## config.mk

```make
export PLATFORM = sky130hd
export DESIGN_NAME = dendrite_compartment_flat
export DESIGN_NICKNAME = d
export VERILOG_FILES = /design/src/rtl/dendrite_compartment_pkg.sv /design/src/rtl/dendrite_compartment_if.sv /design/src/rtl/dendrite_compartment_cfg_chain.sv /design/src/rtl/dendrite_compartment.sv /design/src/flat_wrapper.sv
export SDC_FILE = /design/constraint.sdc
export NUM_CORES = 2
export LEC_CHECK = 0
export CELL_PAD_IN_SITES_DETAIL_PLACEMENT = 1
export CELL_PAD_IN_SITES_GLOBAL_PLACEMENT = 2
export CORE_UTILIZATION = 35
export CTS_CLUSTER_SIZE = 40
export DETAILED_ROUTE_END_ITERATION = 8
export PLACE_DENSITY_LB_ADDON = 0.1
export SETUP_SLACK_MARGIN = 0.5
export SLEW_MARGIN = 25
export SYNTH_ARGS = -nofsm -noshare
export SYNTH_HDL_FRONTEND = slang
export SYNTH_SLANG_ARGS = --single-unit
```

## constraint.sdc

```tcl
create_clock -name clk -period 11.2 [get_ports clk]
set_input_delay 1.68 -clock clk [delete_from_list [all_inputs] [get_ports clk]]
set_output_delay 1.68 -clock clk [all_outputs]
set_load 0.005 [all_outputs]
```

## src/rtl/dendrite_compartment_pkg.sv

```systemverilog
// fp: shared fixed-point types, compartment state encoding and the final
// narrowing helper used by dendrite_compartment.
// Build option: DENDRITE_SAT_EN selects saturating narrowing in sat_narrow;
// when it is undefined, narrowing truncates (two's-complement wrap).
package fp;

  localparam int WORD_LENGTH = 16;

  typedef logic signed [WORD_LENGTH-1:0] fpType;

  // Accumulator type sized for the largest legal synapse count (64) at the
  // default word length.
  typedef logic signed [WORD_LENGTH+$clog2(64)+3-1:0] fpWideType;

  typedef enum logic [1:0] {
    IDLE   = 2'd0,
    ACCUM  = 2'd1,
    LEAK   = 2'd2,
    UPDATE = 2'd3
  } comp_state_e;

  // Narrows x to a w-bit signed value, returned sign-extended to 64 bits.
  // Callers take the low w bits.
  function automatic logic signed [63:0] sat_narrow(input logic signed [63:0] x,
                                                    input int w);
`ifdef DENDRITE_SAT_EN
    logic signed [63:0] hi;
    logic signed [63:0] lo;
    hi = (64'sd1 <<< (w - 1)) - 64'sd1;
    lo = -(64'sd1 <<< (w - 1));
    if (x > hi) return hi;
    if (x < lo) return lo;
    return x;
`else
    return (x <<< (64 - w)) >>> (64 - w);
`endif
  endfunction

endpackage

```

## src/rtl/dendrite_compartment_if.sv

```systemverilog
// dendrite_compartment_if: update handshake and synapse-facing signals.
//   step        : one-cycle update request (master -> slave)
//   syn_current : NUM_SYN packed signed synaptic currents (master -> slave)
//   busy        : update in progress, including the done cycle (slave -> master)
//   done        : one-cycle pulse with a new vmem (slave -> master)
//   overrun     : sticky step-while-busy flag (slave -> master)
//   vmem        : membrane voltage broadcast (slave -> master)
interface dendrite_compartment_if
  import fp::*;
#(
  parameter int WIDTH   = WORD_LENGTH,
  parameter int NUM_SYN = 4
);

  logic                            step;
  logic [NUM_SYN-1:0][WIDTH-1:0]   syn_current;
  logic                            busy;
  logic                            done;
  logic                            overrun;
  logic [WIDTH-1:0]                vmem;

  modport master (
    output step, syn_current,
    input  busy, done, overrun, vmem
  );

  modport slave (
    input  step, syn_current,
    output busy, done, overrun, vmem
  );

endinterface

```

## src/rtl/dendrite_compartment_cfg_chain.sv

```systemverilog
// dendrite_cfg_chain: three-word serial configuration chain with a registered
// serial output. Order: data_in -> e_l -> tau_mem -> g_ax -> data_out.
// Ports:
//   clk, reset : system clock, synchronous active-high reset
//   shift_en   : advance the chain by one word
//   data_in    : serial input word
//   data_out   : serial output word (previous g_ax)
//   e_l, tau_mem, g_ax : parallel configuration words
module dendrite_cfg_chain
  import fp::*;
#(
  parameter int WIDTH = WORD_LENGTH
) (
  input  logic             clk,
  input  logic             reset,
  input  logic             shift_en,
  input  logic [WIDTH-1:0] data_in,
  output logic [WIDTH-1:0] data_out,
  output logic [WIDTH-1:0] e_l,
  output logic [WIDTH-1:0] tau_mem,
  output logic [WIDTH-1:0] g_ax
);

  always_ff @(posedge clk) begin
    if (reset) begin
      e_l      <= '0;
      tau_mem  <= '0;
      g_ax     <= '0;
      data_out <= '0;
    end else if (shift_en) begin
      e_l      <= data_in;
      tau_mem  <= e_l;
      g_ax     <= tau_mem;
      data_out <= g_ax;
    end
  end

endmodule

```

## src/rtl/dendrite_compartment.sv

```systemverilog
// dendrite_compartment: time-multiplexed dendritic compartment. Integrates
// NUM_SYN synaptic currents, the upstream axial current, a leak toward E_l and
// the axial coupling to the downstream compartment into a signed membrane
// voltage, one update per step pulse.
// Build option: DENDRITE_SAT_EN makes the final vmem/lower_current narrowing
// saturate; otherwise it wraps.
// Ports:
//   clk, reset     : system clock, synchronous active-high reset
//   bus (slave)    : step, syn_current, busy, done, overrun, vmem
//   upper_vmem     : copy of vmem for the upstream compartment
//   upper_current  : axial current from the upstream compartment
//   lower_vmem     : downstream compartment voltage
//   lower_current  : registered coupling current to the downstream compartment
//   cfg_shift, cfg_data_in, cfg_data_out : serial configuration chain
//
// state  | meaning
// IDLE   | waiting for step; configuration chain may shift
// ACCUM  | adds one synaptic current per cycle
// LEAK   | adds upstream current, leak and minus coupling
// UPDATE | commits vmem and lower_current, pulses done
module dendrite_compartment
  import fp::*;
#(
  parameter int WIDTH      = WORD_LENGTH,
  parameter int NUM_SYN    = 4,
  parameter int LEAK_SHIFT = 15
) (
  input  logic                  clk,
  input  logic                  reset,
  dendrite_compartment_if.slave bus,
  output logic [WIDTH-1:0]      upper_vmem,
  input  logic [WIDTH-1:0]      upper_current,
  input  logic [WIDTH-1:0]      lower_vmem,
  output logic [WIDTH-1:0]      lower_current,
  input  logic                  cfg_shift,
  input  logic [WIDTH-1:0]      cfg_data_in,
  output logic [WIDTH-1:0]      cfg_data_out
);

  localparam int IW = (NUM_SYN > 1) ? $clog2(NUM_SYN) : 1;
  localparam int AW = WIDTH + $clog2(NUM_SYN) + 3;
  localparam int PW = 2 * WIDTH + 2;
  localparam int SW = ((PW > AW) ? PW : AW) + 1;

  comp_state_e          state;
  logic [IW-1:0]        idx;
  logic signed [AW-1:0] acc;
  logic signed [PW-1:0] cpl_q;
  logic [WIDTH-1:0]     vmem_q;
  logic [WIDTH-1:0]     lower_q;
  logic                 busy_q;
  logic                 done_q;
  logic                 overrun_q;

  logic [WIDTH-1:0]     e_l, tau_mem, g_ax;
  logic [WIDTH-1:0]     e_l_s, tau_s, g_ax_s;

  // busy_q trails the state by one cycle, so the done cycle (state already
  // IDLE) still counts as busy: no new step or shift is accepted in it.
  logic blocked;
  assign blocked = (state != IDLE) || busy_q;

  dendrite_cfg_chain #(.WIDTH(WIDTH)) u_cfg (
    .clk      (clk),
    .reset    (reset),
    .shift_en (cfg_shift && !blocked),
    .data_in  (cfg_data_in),
    .data_out (cfg_data_out),
    .e_l      (e_l),
    .tau_mem  (tau_mem),
    .g_ax     (g_ax)
  );

  logic signed [WIDTH:0]  dv_leak, dv_cpl, tau_x, gax_x;
  logic signed [PW-1:0]   prod_leak, prod_cpl, leak, cpl;
  logic signed [SW-1:0]   leak_sum, vsum;

  always_comb begin
    dv_leak   = {e_l_s[WIDTH-1], e_l_s} - {vmem_q[WIDTH-1], vmem_q};
    dv_cpl    = {vmem_q[WIDTH-1], vmem_q} - {lower_vmem[WIDTH-1], lower_vmem};
    tau_x     = {1'b0, tau_s};
    gax_x     = {1'b0, g_ax_s};
    prod_leak = PW'(dv_leak) * PW'(tau_x);
    prod_cpl  = PW'(dv_cpl) * PW'(gax_x);
    leak      = prod_leak >>> LEAK_SHIFT;
    cpl       = prod_cpl >>> LEAK_SHIFT;
    leak_sum  = SW'(acc) + SW'($signed(upper_current)) + SW'(leak) - SW'(cpl);
    vsum      = SW'($signed(vmem_q)) + SW'(acc);
  end

  always_ff @(posedge clk) begin
    if (reset) begin
      state     <= IDLE;
      idx       <= '0;
      acc       <= '0;
      cpl_q     <= '0;
      vmem_q    <= '0;
      lower_q   <= '0;
      busy_q    <= 1'b0;
      done_q    <= 1'b0;
      overrun_q <= 1'b0;
      e_l_s     <= '0;
      tau_s     <= '0;
      g_ax_s    <= '0;
    end else begin
      done_q <= 1'b0;
      busy_q <= (state != IDLE);
      if (bus.step && blocked) overrun_q <= 1'b1;
      case (state)
        IDLE: begin
          if (bus.step && !busy_q) begin
            acc    <= '0;
            idx    <= '0;
            // Snapshot so a same-cycle shift cannot affect this update.
            e_l_s  <= e_l;
            tau_s  <= tau_mem;
            g_ax_s <= g_ax;
            state  <= ACCUM;
          end
        end
        ACCUM: begin
          acc <= acc + AW'($signed(bus.syn_current[idx]));
          idx <= idx + IW'(1);
          if (idx == IW'(NUM_SYN - 1)) state <= LEAK;
        end
        LEAK: begin
          acc   <= leak_sum[AW-1:0];
          cpl_q <= cpl;
          state <= UPDATE;
        end
        UPDATE: begin
          vmem_q  <= WIDTH'(sat_narrow(64'(vsum), WIDTH));
          lower_q <= WIDTH'(sat_narrow(64'(cpl_q), WIDTH));
          done_q  <= 1'b1;
          state   <= IDLE;
        end
        default: state <= IDLE;
      endcase
    end
  end

  assign bus.busy      = busy_q;
  assign bus.done      = done_q;
  assign bus.overrun   = overrun_q;
  assign bus.vmem      = vmem_q;
  assign upper_vmem    = vmem_q;
  assign lower_current = lower_q;

endmodule

```

## src/flat_wrapper.sv

```systemverilog
// flat-port wrapper written by rule: the top's interface ports become plain ports
module dendrite_compartment_flat import fp::*;
#(
  parameter int WIDTH      = WORD_LENGTH,
  parameter int NUM_SYN    = 4,
  parameter int LEAK_SHIFT = 15
)
  (clk, reset, upper_vmem, upper_current, lower_vmem, lower_current, cfg_shift, cfg_data_in, cfg_data_out, bus_step, bus_syn_current, bus_busy, bus_done, bus_overrun, bus_vmem);
  dendrite_compartment_if #(.WIDTH(WIDTH), .NUM_SYN(NUM_SYN)) bus_i ();
  input  logic clk;
  input  logic reset;
  output logic [WIDTH-1:0] upper_vmem;
  input  logic [WIDTH-1:0] upper_current;
  input  logic [WIDTH-1:0] lower_vmem;
  output logic [WIDTH-1:0] lower_current;
  input  logic cfg_shift;
  input  logic [WIDTH-1:0] cfg_data_in;
  output logic [WIDTH-1:0] cfg_data_out;
  input wire logic [$bits(bus_i.step)-1:0] bus_step;
  input wire logic [$bits(bus_i.syn_current)-1:0] bus_syn_current;
  output wire logic [$bits(bus_i.busy)-1:0] bus_busy;
  output wire logic [$bits(bus_i.done)-1:0] bus_done;
  output wire logic [$bits(bus_i.overrun)-1:0] bus_overrun;
  output wire logic [$bits(bus_i.vmem)-1:0] bus_vmem;
  assign bus_i.step = bus_step;
  assign bus_i.syn_current = bus_syn_current;
  assign bus_busy = bus_i.busy;
  assign bus_done = bus_i.done;
  assign bus_overrun = bus_i.overrun;
  assign bus_vmem = bus_i.vmem;
  dendrite_compartment #(.WIDTH(WIDTH), .NUM_SYN(NUM_SYN), .LEAK_SHIFT(LEAK_SHIFT)) u_core (.clk(clk), .reset(reset), .bus(bus_i), .upper_vmem(upper_vmem), .upper_current(upper_current), .lower_vmem(lower_vmem), .lower_current(lower_current), .cfg_shift(cfg_shift), .cfg_data_in(cfg_data_in), .cfg_data_out(cfg_data_out));
endmodule
```

==> After elaboration in Yosys (flattened, before gate mapping) <==
Cells that the tools add are included.
{ "classes": {"addsub": 8, "n_mul": 2, "order_cmp": 1, "eq_ne": 6, "n_mux": 10, "reduce_logical": 14} }
{ "ops": {"columns": ["op", "count"], "rows": [
  ["multiplier 17 x 17 -> 34 bit", 2],
  ["one-hot mux 21 bit (3 select lines)", 1],
  ["adder 21 x 16 -> 21 bit", 2],
  ["subtractor 16 x 16 -> 17 bit", 2],
  ["binary-select mux 16 bit (select 2 bit)", 1],
  ["adder 21 x 19 -> 21 bit", 1],
  ["two-way mux 21 bit", 1],
  ["subtractor 21 x 19 -> 21 bit", 1],
  ["adder 16 bit", 1],
  ["two-way mux 16 bit", 1],
  ["one-hot mux 2 bit (4 select lines)", 1],
  ["AND reduction 2 bit", 4],
  ["equality test 2 bit (second input constant)", 3],
  ["two-way mux 2 bit", 3],
  ["inequality test 2 x 1 -> 1 bit (second input constant)", 2],
  ["one-hot mux 2 bit (2 select lines)", 1],
  ["nonzero test 2 bit", 2],
  ["logical AND 1 bit", 3],
  ["less-than comparator 2 x 3 -> 1 bit (second input constant)", 1],
  ["nonzero test 3 bit", 1],
  ["adder 2 x 1 -> 2 bit (second input constant)", 1],
  ["equality test 2 x 1 -> 1 bit (second input constant)", 1],
  ["zero test 1 bit", 2],
  ["zero test 2 bit", 1],
  ["other kinds (2)", 2]
]} }
{ "word_totals": {"regBits": 188, "in_bits": 116, "out_inout_bits": 67, "word_cells": 57} }

==> Depth between registers and ports, before layout <==
{ "logic_depth": {"word_depth": 5, "ltp_mapped": 48} }

==> By module <==
From an unflattened synthesis, not the netlist that was laid out.
{ "unflattened": {"hier_cells": 3323, "hier_area_um2": 29882.4} }
{ "modules_own_cells": {"columns": ["mod", "n_inst", "cells_each", "area_per_inst_um2"], "rows": [
  ["dendrite_compartment", 1, 3117, 27591.5],
  ["dendrite_cfg_chain", 1, 206, 2290.9]
]} }

==> Least setup slack after synthesis <==
Ideal clock, no wire load.
{ "synth_path": {"path_kind": "input -> register", "from": "in lower_vmem[0]", "to": "reg u_core.acc[15]", "setup_ns": 0.124, "t_arrival_ns": 11.694, "required_ns": 11.076, "slack_ns": -0.618, "cell_stages": 45, "n_path_buf": 1, "cell_sequence": "ha_1 -> fa_1 -> nor2b_1 -> o31a_1 -> o41ai_1 -> o2111a_1 -> nor3_1 -> xor2_1 -> clkbuf_1 -> and2_1 -> fa_1 -> inv_1 -> fa_1 -> fa_1 -> inv_1 -> fa_1 -> fa_1 -> inv_1 -> (+9 left out) -> o21a_1 -> nor2_1 -> xnor2_1 -> fa_1 -> fa_1 -> inv_1 -> ha_1 -> nor3_1 -> nor2_1 -> a31oi_1 -> o21bai_1 -> a21oi_1 -> o21bai_1 -> a21oi_1 -> o21ai_0 -> xnor2_1 -> xnor3_1 -> o2bb2ai_1"} }
{ "synth_between": {"elab_chain_len": 4} }
{ "synth_lines": {"columns": ["element", "line_no", "text"], "rows": [
  ["start: declaration", "flat_wrapper.sv:14", "input logic [WIDTH-1:0] lower_vmem;"],
  ["subtractor 16 x 16 -> 17 bit", "dendrite_compartment.sv:80", "dv_cpl = {vmem_q[WIDTH-1], vmem_q} - {lower_vmem[WIDTH-1], lower_vmem};"],
  ["multiplier 17 x 17 -> 34 bit", "dendrite_compartment.sv:84", "prod_cpl = PW'(dv_cpl) * PW'(gax_x);"],
  ["named net u_core.prod_cpl[21]", "dendrite_compartment.sv:75", "logic signed [PW-1:0] prod_leak, prod_cpl, leak, cpl;"],
  ["subtractor 21 x 19 -> 21 bit", "dendrite_compartment.sv:87", "leak_sum = SW'(acc) + SW'($signed(upper_current)) + SW'(leak) - SW'(cpl);"],
  ["one-hot mux 21 bit (3 select lines)", "dendrite_compartment.sv:109", "case (state)"],
  ["end signal: assignment", "dendrite_compartment.sv:122", "acc <= acc + AW'($signed(bus.syn_current[idx]));"],
  ["end signal: assignment", "dendrite_compartment.sv:127", "acc <= leak_sum[AW-1:0];"],
  ["end: declaration", "dendrite_compartment.sv:47", "logic signed [AW-1:0] acc;"]
]} }
The timed path passes the listed nets, and every way through them passes these cells.
A chain may end at the register's enable or synchronous reset.

==> Worst setup path after layout <==
{ "layout_path": {"from": "in lower_vmem[4]", "to": "reg u_core.acc[14]"} }
Same word-level chain as after synthesis.

==> metrics.md <==
| Metric | Value |
|---|---|
| Setup TNS | `-0.558 ns` |
| Clk_skew | `0.0176 ns` |
| Routed vias/inst | `4.86` |
| Min-delay src | `u_core.u_cfg.data_out[2]$_SDFFE_PP0P_` |
| Clock Path Buffers | `2` |
| Global-route wire length before repair | `159000 um` |
| Met2 wire len | `48100 um` |
| I/O pin cnt | `183` |
| Design Power | `3.58 mW` |
| Rel. slew slack | `28.9%` |
| H-Tree Depth | `4` |
| CP Class | `primary input to flop` |
| Grt ovf | `0` |
| Cell count after synthesis | `3477` |
| Worst hold path type | `flop to flop` |
| FF-to-FF setup slack | `0.02 ns` |
| CP endpoint kind | `flop` |
| Die Width | `296 um` |
| Clock transition at the registers of the reported paths | `0.09 ns` |
| Peak supply drop | `121 uV` |
| Switch share | `46.3%` |
| Reg area | `0.00367 mm^2` |
| Power density over the cells | `97.4 mW/mm^2` |
| Leak pwr | `17.6 nW` |
| Netlist Area Pre-Place | `0.0302 mm^2` |
| Worst skew pair latency | `0.50 ns` |
| DRT iter0 DRCs | `960` |
| Worst path bufs/invs | `14` |
| #FFs+latches synth | `183` |
| Vias in the first global route | `27500` |
| Fmax achieved | `87.8 MHz` |
| Antenna violations before repair | `4` |
| Final hold violations | `0` |
| Final core occ | `43.1%` |
| CTS tree | `done` |
| Wire length per cell | `19.9 um` |
| Crit path launch type | `primary input` |
| Seq/Total Area, Yosys | `12.1%` |
| All-Layer GR Usage | `23.9%` |
| Reg-to-reg endpoint | `u_core.acc[15]$_SDFFE_PP0P_` |
| Full die area | `0.0875 mm^2` |
| Tightest Pin Transition | `1.06 ns` |
| Status | `finished with violations` |
| Worst Hold Depth | `2` |
| Synth async-reset ratio | `0%` |
| Failing checks | `negative setup slack` |
| NetSw | `1.66 mW` |
| RSZ-0062 raised after global routing | `yes` |
| Crit-path slowest cell | `fa_1` |
| # DRC | `0` |
| Filler Cells Inserted | `9909` |
| Drt pass-1 iters | `7` |
| Combinational power share | `59.5%` |
| Seq pwr share | `21.5%` |
| Area Overhead vs Synth | `21.7%` |
| Top layer used by detailed routing | `met5` |
| Hold Path End | `u_core.u_cfg.data_out[2]$_SDFFE_PP0P_` |
| Crit-path max cell delay | `0.56 ns` |
| RR Startpoint | `u_core.bus.vmem[1]$_SDFFE_PP0P_` |
| Clock Sinks | `183` |
| Clock tree root buffer cell | `clkbuf_16` |
| Placer Congestion | `0.888` |
| FF-to-FF path depth | `48` |
| Clock share of power | `19.0%` |
| Die H | `296 um` |
| Yosys warning total | `0` |
| Crit path max-delay family | `adder cells` |
| EDFF count, synth | `0` |
| Layout cell share with drive strength beyond 1 | `13.4%` |
| DR vias | `24200` |
| Power Internal | `1.92 mW` |
| Final number of setup-violating endpoints | `4` |
| Cts bufs inserted | `17` |
| Final Cycle Share | `102%` |
| Routed WL | `99200 um` |
| Multi-input logic area | `0.0240 mm^2` |
| WP data required | `11.59 ns` |
| Synth cell types | `70` |
| Hpwl dp | `81700 um` |
| NumNets Final | `4727` |
| CORE AREA | `0.0853 mm^2` |
| Crit path max fanout | `3` |
| Starting Density | `35.4%` |
| Top_reg_cell synth | `dfxtp_1` |
| Post-DRT Antenna Nets | `0` |
| Mean Syn Cell Area | `8.69 um^2` |
| Routed wire length on met3 | `3620 um` |
| Metal1 wirelength | `45900 um` |
| Final worst slack | `-0.185 ns` |
| Critical Path AT | `11.77 ns` |
| Std-Cell Rows | `107` |
| Fin. max-slew vios | `0` |
| Syn_nets | `4379` |
| Max-cap violations | `0` |
| Period minus WS final | `11.38 ns` |
| Port bufs | `182` |
| Largest net degree at the start of global routing | `111` |
-- stage by stage --
stage               worst slack, ns  hold WS (ns)  instance area [um^2]  instances
floorplan                     0.230         0.436                 30400       3477
global placement              -1.21         0.450                 35000       4913
detailed placement            -1.43         0.455                 35000       4913
CTS                          -0.249         0.467                 36300       4960
global route                 -0.544         0.481                 36800       4982
finish                       -0.185         0.463                 36800       4983
-- worst max path at each step --
stage	start	endpoint	slack, ns	depth (start not counted)
after floorplan	lower_vmem[0]	u_core.acc[15]$_SDFFE_PP0P_	0.23	45
after global placement	lower_vmem[1]	u_core.acc[15]$_SDFFE_PP0P_	-1.21	46
after detailed placement	lower_vmem[1]	u_core.acc[15]$_SDFFE_PP0P_	-1.43	48
after CTS	lower_vmem[0]	u_core.acc[15]$_SDFFE_PP0P_	-0.25	49
after global routing	lower_vmem[0]	u_core.acc[14]$_SDFFE_PP0P_	-0.54	48
final	lower_vmem[4]	u_core.acc[14]$_SDFFE_PP0P_	-0.18	48
-- synthesized netlist by cell type, types with 4 or more instances --
library cell / instances / area [um^2]
nand2_1: 522 / 1960
nor2b_1: 59 / 369
nor3_1: 23 / 115
xnor2_1: 85 / 744
nand2b_1: 34 / 213
nand4_1: 7 / 43.8
and3_1: 6 / 37.5
a21oi_1: 185 / 926
a211oi_1: 9 / 67.6
nor2_1: 123 / 462
fa_1: 548 / 11000
buf_1: 10 / 37.5
a31oi_1: 7 / 43.8
inv_1: 766 / 2880
o21ai_1: 15 / 75.1
o21bai_1: 8 / 60.1
and3b_1: 4 / 35.0
xor2_1: 34 / 298
a22o_1: 14 / 123
or3_1: 7 / 43.8
mux4_2: 16 / 360
mux2i_1: 37 / 370
o31a_1: 7 / 61.3
clkbuf_1: 129 / 484
and2_1: 227 / 1420
ha_1: 238 / 2980
o41ai_1: 4 / 35.0
buf_4: 16 / 120
dfxtp_1: 183 / 3660
a21o_1: 25 / 188
a311oi_1: 5 / 43.8
or2_2: 6 / 37.5
a22oi_1: 15 / 113
o21ai_0: 21 / 105
o21a_1: 14 / 105
nand3_1: 15 / 75.1
-- cell type report --
| class | count | area share [%] |
|---|---|---|
| multi-input combinational | 2373 | 65.1 |
| timing repair buffer | 484 | 11.5 |
| sequential | 183 | 9.97 |
| inverter | 766 | 7.83 |
| tap | 1144 | 3.89 |
| clock buffer | 18 | 1.17 |
| clock inverter | 14 | 0.561 |
| antenna | 1 | 0.00680 |
-- cell usage in the layout (no fill, tap or decap), drive strengths merged, types with 34 or more instances in the layout --
cell type,n
mux2i,37
xnor2,85
buf,306
inv,773
ha,238
xor2,34
nor2b,59
o21ai,36
fa,548
nor2,123
nand2,522
dfxtp,183
a21oi,185
nand2b,34
and2,227
clkdlybuf4s50,172
-- worst min-delay path, delay by kind of cell, from the launching register on --
family | cells | cell delay (ns)
flops | 1 | 0.32
simple gates | 1 | 0.05
compound gates | 1 | 0.05
-- per-layer routing --
layer  GRT usage [%]  up-vias
met4            4.09        2
li1                -    11200
met3            2.77       80
met5               0        -
met2            40.8      426
met1            32.8    12500
-- what timing repair did --
| item | in CTS | in global routing |
|---|---|---|
| buffers inserted | 15 | 22 |
| pin swaps | 69 | 77 |
| gates resized for setup | 115 | 66 |
| endpoints found under the hold margin | 0 | 0 |
| hold buffers | 0 | 0 |
| setup endpoints to repair | 13 | 13 |
-- power groups by stage --
stage | clock network (mW) | registers, mW | logic, mW
floorplan | 0 | 0.740 | 1.14
global placement | 0 | 0.781 | 1.92
detailed placement | 0 | 0.782 | 1.96
CTS | 0.700 | 0.767 | 2.06
global route | 0.724 | 0.775 | 2.33
finish | 0.681 | 0.769 | 2.13
-- cells by family after synthesis --
group                    count (synthesis)  synth area share (%)
XOR/XNOR                               122                  3.67
buffers and inverters                  921                  11.6
adder cells (fa/ha/maj)                786                  46.2
multiplexers                            55                  2.49
AO/OA/AOI/OAI                          367                  7.73
flip-flops                             183                  12.1
AND/OR/NAND/NOR                       1043                  16.2
Power figures use the tool's default switching activity.
